### config.mk
export PLATFORM = sky130hd
export DESIGN_NAME = digit_serial_adder
export DESIGN_NICKNAME = d
export VERILOG_FILES = /design/src/rtl/cfa_pkg.sv /design/src/rtl/adder_digit.sv /design/src/rtl/digit_serial_adder.sv
export SDC_FILE = /design/constraint.sdc
export NUM_CORES = 1
export LEC_CHECK = 0
export ABC_AREA = 1
export BUFFER_PORTS_ARGS = -buffer_cell sky130_fd_sc_hd__buf_2
export CORE_UTILIZATION = 46
export DETAILED_ROUTE_END_ITERATION = 12
export GPL_TIMING_DRIVEN = 0
export HOLD_SLACK_MARGIN = 0.06
export PLACE_DENSITY = 0.68
export SYNTH_ARGS = -nofsm -noshare
export SYNTH_HDL_FRONTEND = slang
export SYNTH_SLANG_ARGS = --single-unit
### constraint.sdc
create_clock -name clk -period 2.4 [get_ports clk]
set_input_delay 0.12 -clock clk [delete_from_list [all_inputs] [get_ports clk]]
set_output_delay 0.12 -clock clk [all_outputs]
set_load 0.01 [all_outputs]
### src/rtl/cfa_pkg.sv
// Shared definitions for the digit-serial add/subtract unit.
package cfa_pkg;

  // Controller states; in_ready is IDLE, out_valid is DONE.
  typedef enum logic [1:0] {
    IDLE = 2'd0,
    RUN  = 2'd1,
    DONE = 2'd2
  } state_e;

  // Legal geometry: at least 2 bits wide, whole number of digits.
  function automatic bit digit_cfg_ok(input int unsigned width, input int unsigned digit);
    return (width >= 2) && (digit >= 1) && (digit <= width) && ((width % digit) == 0);
  endfunction

  // One full-adder cell: returns {carry_out, sum}.
  function automatic logic [1:0] full_add(input logic x, input logic y, input logic ci);
    return {(x & y) | (ci & (x ^ y)), x ^ y ^ ci};
  endfunction

endpackage

### src/rtl/adder_digit.sv
// DIGIT-wide ripple of 1-bit full-adder cells, one digit of the serial adder.
module adder_digit
  import cfa_pkg::*;
#(
  parameter int unsigned DIGIT = 4
) (
  input  logic [DIGIT-1:0] a_d,
  input  logic [DIGIT-1:0] b_d,
  input  logic             ci,
  output logic [DIGIT-1:0] s_d,
  output logic             co,
  output logic             c_msb
);

  logic       cy;
  logic [1:0] fa;

  // Ripple the carry through the cells; c_msb is the carry entering the top cell.
  always_comb begin
    s_d   = '0;
    cy    = ci;
    c_msb = ci;
    fa    = '0;
    for (int i = 0; i < int'(DIGIT); i++) begin
      c_msb  = cy;
      fa     = full_add(a_d[i], b_d[i], cy);
      s_d[i] = fa[0];
      cy     = fa[1];
    end
    co = cy;
  end

endmodule

### src/rtl/digit_serial_adder.sv
// Multi-cycle add/subtract: WIDTH-bit operands processed LSB-first, DIGIT bits per cycle.
module digit_serial_adder
  import cfa_pkg::*;
#(
  parameter int unsigned WIDTH = 16,
  parameter int unsigned DIGIT = 4
) (
  input  logic             clk,
  input  logic             rst,
  input  logic             in_valid,
  output logic             in_ready,
  input  logic [WIDTH-1:0] a,
  input  logic [WIDTH-1:0] b,
  input  logic             cin,
  input  logic             sub,
  output logic             out_valid,
  input  logic             out_ready,
  output logic [WIDTH-1:0] s,
  output logic             c,
  output logic             ovf
);

  localparam int unsigned NDIG = WIDTH / DIGIT;
  localparam int unsigned CW   = (NDIG > 1) ? $clog2(NDIG) : 1;

  if (!digit_cfg_ok(WIDTH, DIGIT)) begin : g_cfg_err
    $error("digit_serial_adder: WIDTH must be >= 2 and a multiple of DIGIT");
  end

  state_e           state_q, state_d;
  logic [WIDTH-1:0] a_q, a_d;
  logic [WIDTH-1:0] b_q, b_d;
  logic [WIDTH-1:0] acc_q, acc_d;
  logic [WIDTH-1:0] s_q, s_d;
  logic             carry_q, carry_d;
  logic             c_q, c_d;
  logic             ovf_q, ovf_d;
  logic [CW-1:0]    cnt_q, cnt_d;

  logic [DIGIT-1:0] dig_s;
  logic             dig_co;
  logic             dig_c_msb;

  // Operand registers shift right each RUN cycle, so the current digit is always the low slice.
  adder_digit #(
    .DIGIT(DIGIT)
  ) u_digit (
    .a_d  (a_q[DIGIT-1:0]),
    .b_d  (b_q[DIGIT-1:0]),
    .ci   (carry_q),
    .s_d  (dig_s),
    .co   (dig_co),
    .c_msb(dig_c_msb)
  );

  // Next-state and datapath update for the IDLE/RUN/DONE controller.
  always_comb begin
    state_d = state_q;
    a_d     = a_q;
    b_d     = b_q;
    acc_d   = acc_q;
    s_d     = s_q;
    carry_d = carry_q;
    c_d     = c_q;
    ovf_d   = ovf_q;
    cnt_d   = cnt_q;
    unique case (state_q)
      IDLE: begin
        if (in_valid) begin
          a_d     = a;
          // Subtraction is a + ~b + 1; the +1 rides in as the initial carry.
          b_d     = sub ? ~b : b;
          carry_d = sub ? 1'b1 : cin;
          cnt_d   = '0;
          state_d = RUN;
        end
      end
      RUN: begin
        a_d     = a_q >> DIGIT;
        b_d     = b_q >> DIGIT;
        // New digit enters at the top; after NDIG shifts the LSB digit sits at the bottom.
        acc_d   = (acc_q >> DIGIT) | (WIDTH'(dig_s) << (WIDTH - DIGIT));
        carry_d = dig_co;
        if (cnt_q == CW'(NDIG - 1)) begin
          s_d     = acc_d;
          c_d     = dig_co;
          ovf_d   = dig_c_msb ^ dig_co;
          state_d = DONE;
        end else begin
          cnt_d = cnt_q + CW'(1);
        end
      end
      DONE: begin
        if (out_ready) state_d = IDLE;
      end
      default: state_d = IDLE;
    endcase
  end

  // State, datapath and result registers; reset aborts any operation in flight.
  always_ff @(posedge clk or posedge rst) begin
    if (rst) begin
      state_q <= IDLE;
      a_q     <= '0;
      b_q     <= '0;
      acc_q   <= '0;
      s_q     <= '0;
      carry_q <= 1'b0;
      c_q     <= 1'b0;
      ovf_q   <= 1'b0;
      cnt_q   <= '0;
    end else begin
      state_q <= state_d;
      a_q     <= a_d;
      b_q     <= b_d;
      acc_q   <= acc_d;
      s_q     <= s_d;
      carry_q <= carry_d;
      c_q     <= c_d;
      ovf_q   <= ovf_d;
      cnt_q   <= cnt_d;
    end
  end

  assign in_ready  = (state_q == IDLE);
  assign out_valid = (state_q == DONE);
  assign s         = s_q;
  assign c         = c_q;
  assign ovf       = ovf_q;

endmodule
==> report_table.html <==
<table>
<tr><th>Metric</th><th>Value</th></tr>
<tr><th colspan="2">Status</th></tr>
<tr><td>Outcome</td><td>complete, no violations</td></tr>
<tr><th colspan="2">Global route</th></tr>
<tr><td>Number of global-route vias before repair</td><td>2657</td></tr>
<tr><td>Wire length of the first global-routing pass</td><td>12000 um</td></tr>
<tr><td>Pin count of the biggest net entering global routing</td><td>42</td></tr>
<tr><td>GRT Residual Overflow</td><td>0</td></tr>
<tr><td>Total Routing Usage GR</td><td>21.6%</td></tr>
<tr><td>Antenna violations before repair</td><td>0</td></tr>
<tr><th colspan="2">Clock tree</th></tr>
<tr><td>Number of buffers created by CTS</td><td>9</td></tr>
<tr><td>Max H-tree Level</td><td>3</td></tr>
<tr><td>Clock Root Buffer</td><td>clkbuf_8</td></tr>
<tr><td>Clock Pin Slew Worst Setup and Hold Paths</td><td>0.08 ns</td></tr>
<tr><td>Buffer depth of the longest clock path</td><td>2</td></tr>
<tr><td>Number of buffers added for setup after CTS</td><td>0</td></tr>
<tr><td>Clock tree from TritonCTS</td><td>yes</td></tr>
<tr><td>Clock latency on the worst-skew pair</td><td>~0.36 ns</td></tr>
<tr><td>Clk sink count</td><td>67</td></tr>
<tr><th colspan="2">STA</th></tr>
<tr><td>Final period demand of the worst path</td><td>~2.2 ns</td></tr>
<tr><td>Max transition margin</td><td>60.0%</td></tr>
<tr><td>Fin crit share</td><td>93.7%</td></tr>
<tr><td>Unrepaired setup endpoints after global routing</td><td>false</td></tr>
<tr><td>Worst slack on hold paths</td><td>0.0743 ns</td></tr>
<tr><td>Setup violation total in the final timing report</td><td>0</td></tr>
<tr><td>Final Skew</td><td>0.0102 ns</td></tr>
<tr><td>Final slew viol count</td><td>0</td></tr>
<tr><td>Highest clock frequency the design can meet</td><td>~0.44 GHz</td></tr>
<tr><td>Final hold viol count</td><td>0</td></tr>
<tr><td>Worst-Margin Slew</td><td>0.599 ns</td></tr>
<tr><th colspan="2">Worst setup path</th></tr>
<tr><td>Worst path most repeated cell</td><td>fa_1</td></tr>
<tr><td>Biggest fanout along the worst timing path</td><td>2</td></tr>
<tr><td>Worst Path Buf+Inv</td><td>3</td></tr>
<tr><td>Critical path type</td><td>flip-flop to flip-flop</td></tr>
<tr><td>Critical Path AT</td><td>between 2 and 3 ns</td></tr>
<tr><td>Crit start category</td><td>flip-flop</td></tr>
<tr><td>List of cells traversed by the critical path</td><td>inv_1 -&gt; fa_1 -&gt; inv_1 -&gt; fa_1 -&gt; fa_1 -&gt; inv_1 -&gt; fa_1 -&gt; o21ai_0</td></tr>
<tr><td>Kind of cell adding the most delay to the critical path</td><td>adder cells</td></tr>
<tr><td>Required time of the critical path</td><td>2.67 ns</td></tr>
<tr><td>Maximum cell stage delay along the critical path</td><td>0.43 ns</td></tr>
<tr><td>Cell type of the slowest stage on the worst timing path</td><td>fa_1</td></tr>
<tr><td>CP endpoint kind</td><td>flip-flop</td></tr>
<tr><th colspan="2">Floorplan</th></tr>
<tr><td>Starting Density</td><td>48.8%</td></tr>
<tr><td>Number of primary I/O pins</td><td>between 50 and 60</td></tr>
<tr><td>Width of the die</td><td>85.0 um</td></tr>
<tr><td>Number of core rows</td><td>29</td></tr>
<tr><td>Area of the core region</td><td>6490 um2</td></tr>
<tr><td>Area enclosed by the die boundary</td><td>7230 um2</td></tr>
<tr><td>Die boundary height</td><td>85.0 um</td></tr>
<tr><th colspan="2">Power and ir drop</th></tr>
<tr><td>Power density of the placed cells</td><td>between 1000 and 1500 nW/um2</td></tr>
<tr><td>Static Leak</td><td>0.00218 uW</td></tr>
<tr><td>Maximum resistive drop on vdd</td><td>approximately 0.00054 V</td></tr>
<tr><th colspan="2">Placement</th></tr>
<tr><td>Instance count after placement with tap cells included</td><td>514</td></tr>
<tr><td>Port Buffer Count</td><td>56</td></tr>
<tr><td>Detailed Place HPWL</td><td>5050 um</td></tr>
<tr><td>Placer congestion estimate</td><td>slightly below 0.8</td></tr>
<tr><th colspan="2">Yosys</th></tr>
<tr><td>Top cells by area in the synthesized netlist</td><td>dfrtp_1 (53%), nand2_1 (16%), nand3_1 (12%), inv_1 (4.0%), fa_1 (2.5%)</td></tr>
<tr><td>Synthesis Warnings</td><td>0</td></tr>
<tr><td>Synth Net Count</td><td>423</td></tr>
<tr><td>Main flop type after synthesis</td><td>dfrtp_1</td></tr>
<tr><td>Mapped Area</td><td>roughly 3200 um2</td></tr>
<tr><td>Yosys top cell area share</td><td>52.9%</td></tr>
<tr><td>Post-Synthesis Cells</td><td>between 300 and 400</td></tr>
<tr><td>Biggest area consumer among synthesized cells</td><td>dfrtp_1</td></tr>
<tr><td>Fraction of registers with async set/reset</td><td>100%</td></tr>
<tr><td>Post-synth EDFFs</td><td>0</td></tr>
<tr><td>Proportion of synthesized chip area in sequential cells</td><td>52.9%</td></tr>
<tr><td>Register bit total from synthesis</td><td>67</td></tr>
<tr><td>Post-Synthesis Mean Instance Area</td><td>8.34 um2</td></tr>
<tr><td>Yosys cell types</td><td>21</td></tr>
<tr><th colspan="2">Routing</th></tr>
<tr><td>Number of vias after detailed routing</td><td>2754</td></tr>
<tr><td>Drt drc</td><td>0</td></tr>
<tr><td>Routed wire length</td><td>7140 um</td></tr>
<tr><td>Antenna Violating Nets Remaining</td><td>0</td></tr>
<tr><td>1st-pass router iterations</td><td>4</td></tr>
<tr><td>Number of design-rule violations left by the first detailed-router iteration</td><td>~160</td></tr>
<tr><td>Routed length per instance</td><td>between 10 and 15 um</td></tr>
<tr><td>Number of vias per cell after detailed routing</td><td>5.00</td></tr>
<tr><th colspan="2">Layout</th></tr>
<tr><td>Fin nets</td><td>512</td></tr>
<tr><td>Final design utilization</td><td>between 60% and 70%</td></tr>
<tr><td>Area added between synthesis and finish</td><td>26.3%</td></tr>
<tr><td>Fraction of final layout cells sized beyond drive strength 1</td><td>20.9%</td></tr>
<tr><td>Number of antenna diodes</td><td>0</td></tr>
<tr><td>Fill cell total of the finished layout</td><td>599</td></tr>
<tr><td>Most common cell after layout, fill and taps aside</td><td>nand2_1</td></tr>
<tr><td>Leading cell types in the layout, fill and taps excluded</td><td>nand2_1 (137), nand3_1 (74), buf_2 (67), dfrtp_1 (67), inv_1 (33)</td></tr>
<tr><td>Non-Filler Instances</td><td>roughly 550</td></tr>
<tr><th colspan="2">Hold path</th></tr>
<tr><td>Class of the tightest hold or removal check</td><td>input port to flip-flop</td></tr>
<tr><th colspan="2">Job</th></tr>
<tr><td>Reported max-cap violation count</td><td>0</td></tr>
</table>
[cell type report]
| cell class | instances | area [um2] | area share, % |
|---|---|---|---|
| clock inverter | 6 | 88.8 | 2.22 |
| sequential | 67 | 1680 | 41.9 |
| tap | 77 | 96.3 | 2.41 |
| clock buffer | 10 | 138 | 3.44 |
| inverter | 36 | 135 | 3.38 |
| buffer | 21 | 138 | 3.44 |
| timing repair buffer | 78 | 510 | 12.8 |
| multi-input combinational | 256 | 1220 | 30.5 |
[stage by stage]
step,area [um2],TNS (ns),power [uW],worst slack (ns)
2_1_floorplan,3170,0,3230,0.294
3_3_place_gp,3550,-13.03,3750,-0.198
3_5_place_dp,3570,0,3820,0.175
4_1_cts,4000,0,4910,0.140
5_1_grt,4000,0,5280,0.0212
6_report,4000,0,4870,0.151
[Yosys cell counts, types with 2 or more instances]
cell      number
buf_4          4
clkbuf_1       2
nor2_1         4
inv_2          2
o21ai_0       12
o21ai_1       13
nand3_1       74
nand2_2        2
nand2_1      137
inv_1         34
buf_6          4
xor2_1         4
buf_2         11
dfrtp_1       67
fa_1           4
[power by group]
group          switching [uW]  internal [uW]  total [uW]
Sequential                285           1620        1900
Combinational            1170            740        1910
Clock                     446            612        1060
[kinds of logic after synthesis]
logic type                 share of synthesized area [%]
and+or+nand+nor                                     30.0
buffers and inverters                               8.61
AOI/OAI and AO/OA                                   4.18
xor gates and xnor gates                            1.38
DFF                                                 52.9
adders and majority gates                           2.92
[layer usage]
layer / global-route usage [%] / wire, um
met1: 26.0 / 3110
met2: 37.4 / 3580
met3: 5.45 / 291
met4: 8.47 / 153
met5: 0 / 0
[worst register-to-register path, cell delays in order, from the launching register on]
cell and delay [ns]:
dfrtp_1 0.39, inv_1 0.08, fa_1 0.16, inv_1 0.05, fa_1 0.37, fa_1 0.42, inv_1 0.09, fa_1 0.43
o21ai_0 0.17
[timing repair]
| action | CTS | global route |
|---|---|---|
| hold endpoints to repair | 46 | 0 |
| hold buffers | 21 | 0 |
| endpoints found under the setup margin | 0 | 0 |
| gates resized for setup | 0 | 0 |
[registers in the layout, summed over array words and instances, names as in the netlist]
register,flops
a_q,16
b_q,16
s,16
acc_q,12
cnt_q,2
state_q,2
c,1
carry_q,1
ovf,1
[path summary, 6_finish.rpt]
kind / start / to / slack, ns / cells after the start
worst max-delay path: b_q[0] / acc_q[15] / 0.15 / 8
worst min-delay path: b[10] / b_q[10] / 0.07 / 5
worst max register to register: b_q[0] / acc_q[15] / 0.15 / 8
worst min register to register: s[2] / s[2] / 0.48 / 2
max in group asynchronous: rst / s[12] / 1.39 / 4
min in group asynchronous: rst / s[2] / 0.39 / 3
Note: power is estimated with default switching activity, not from simulation.
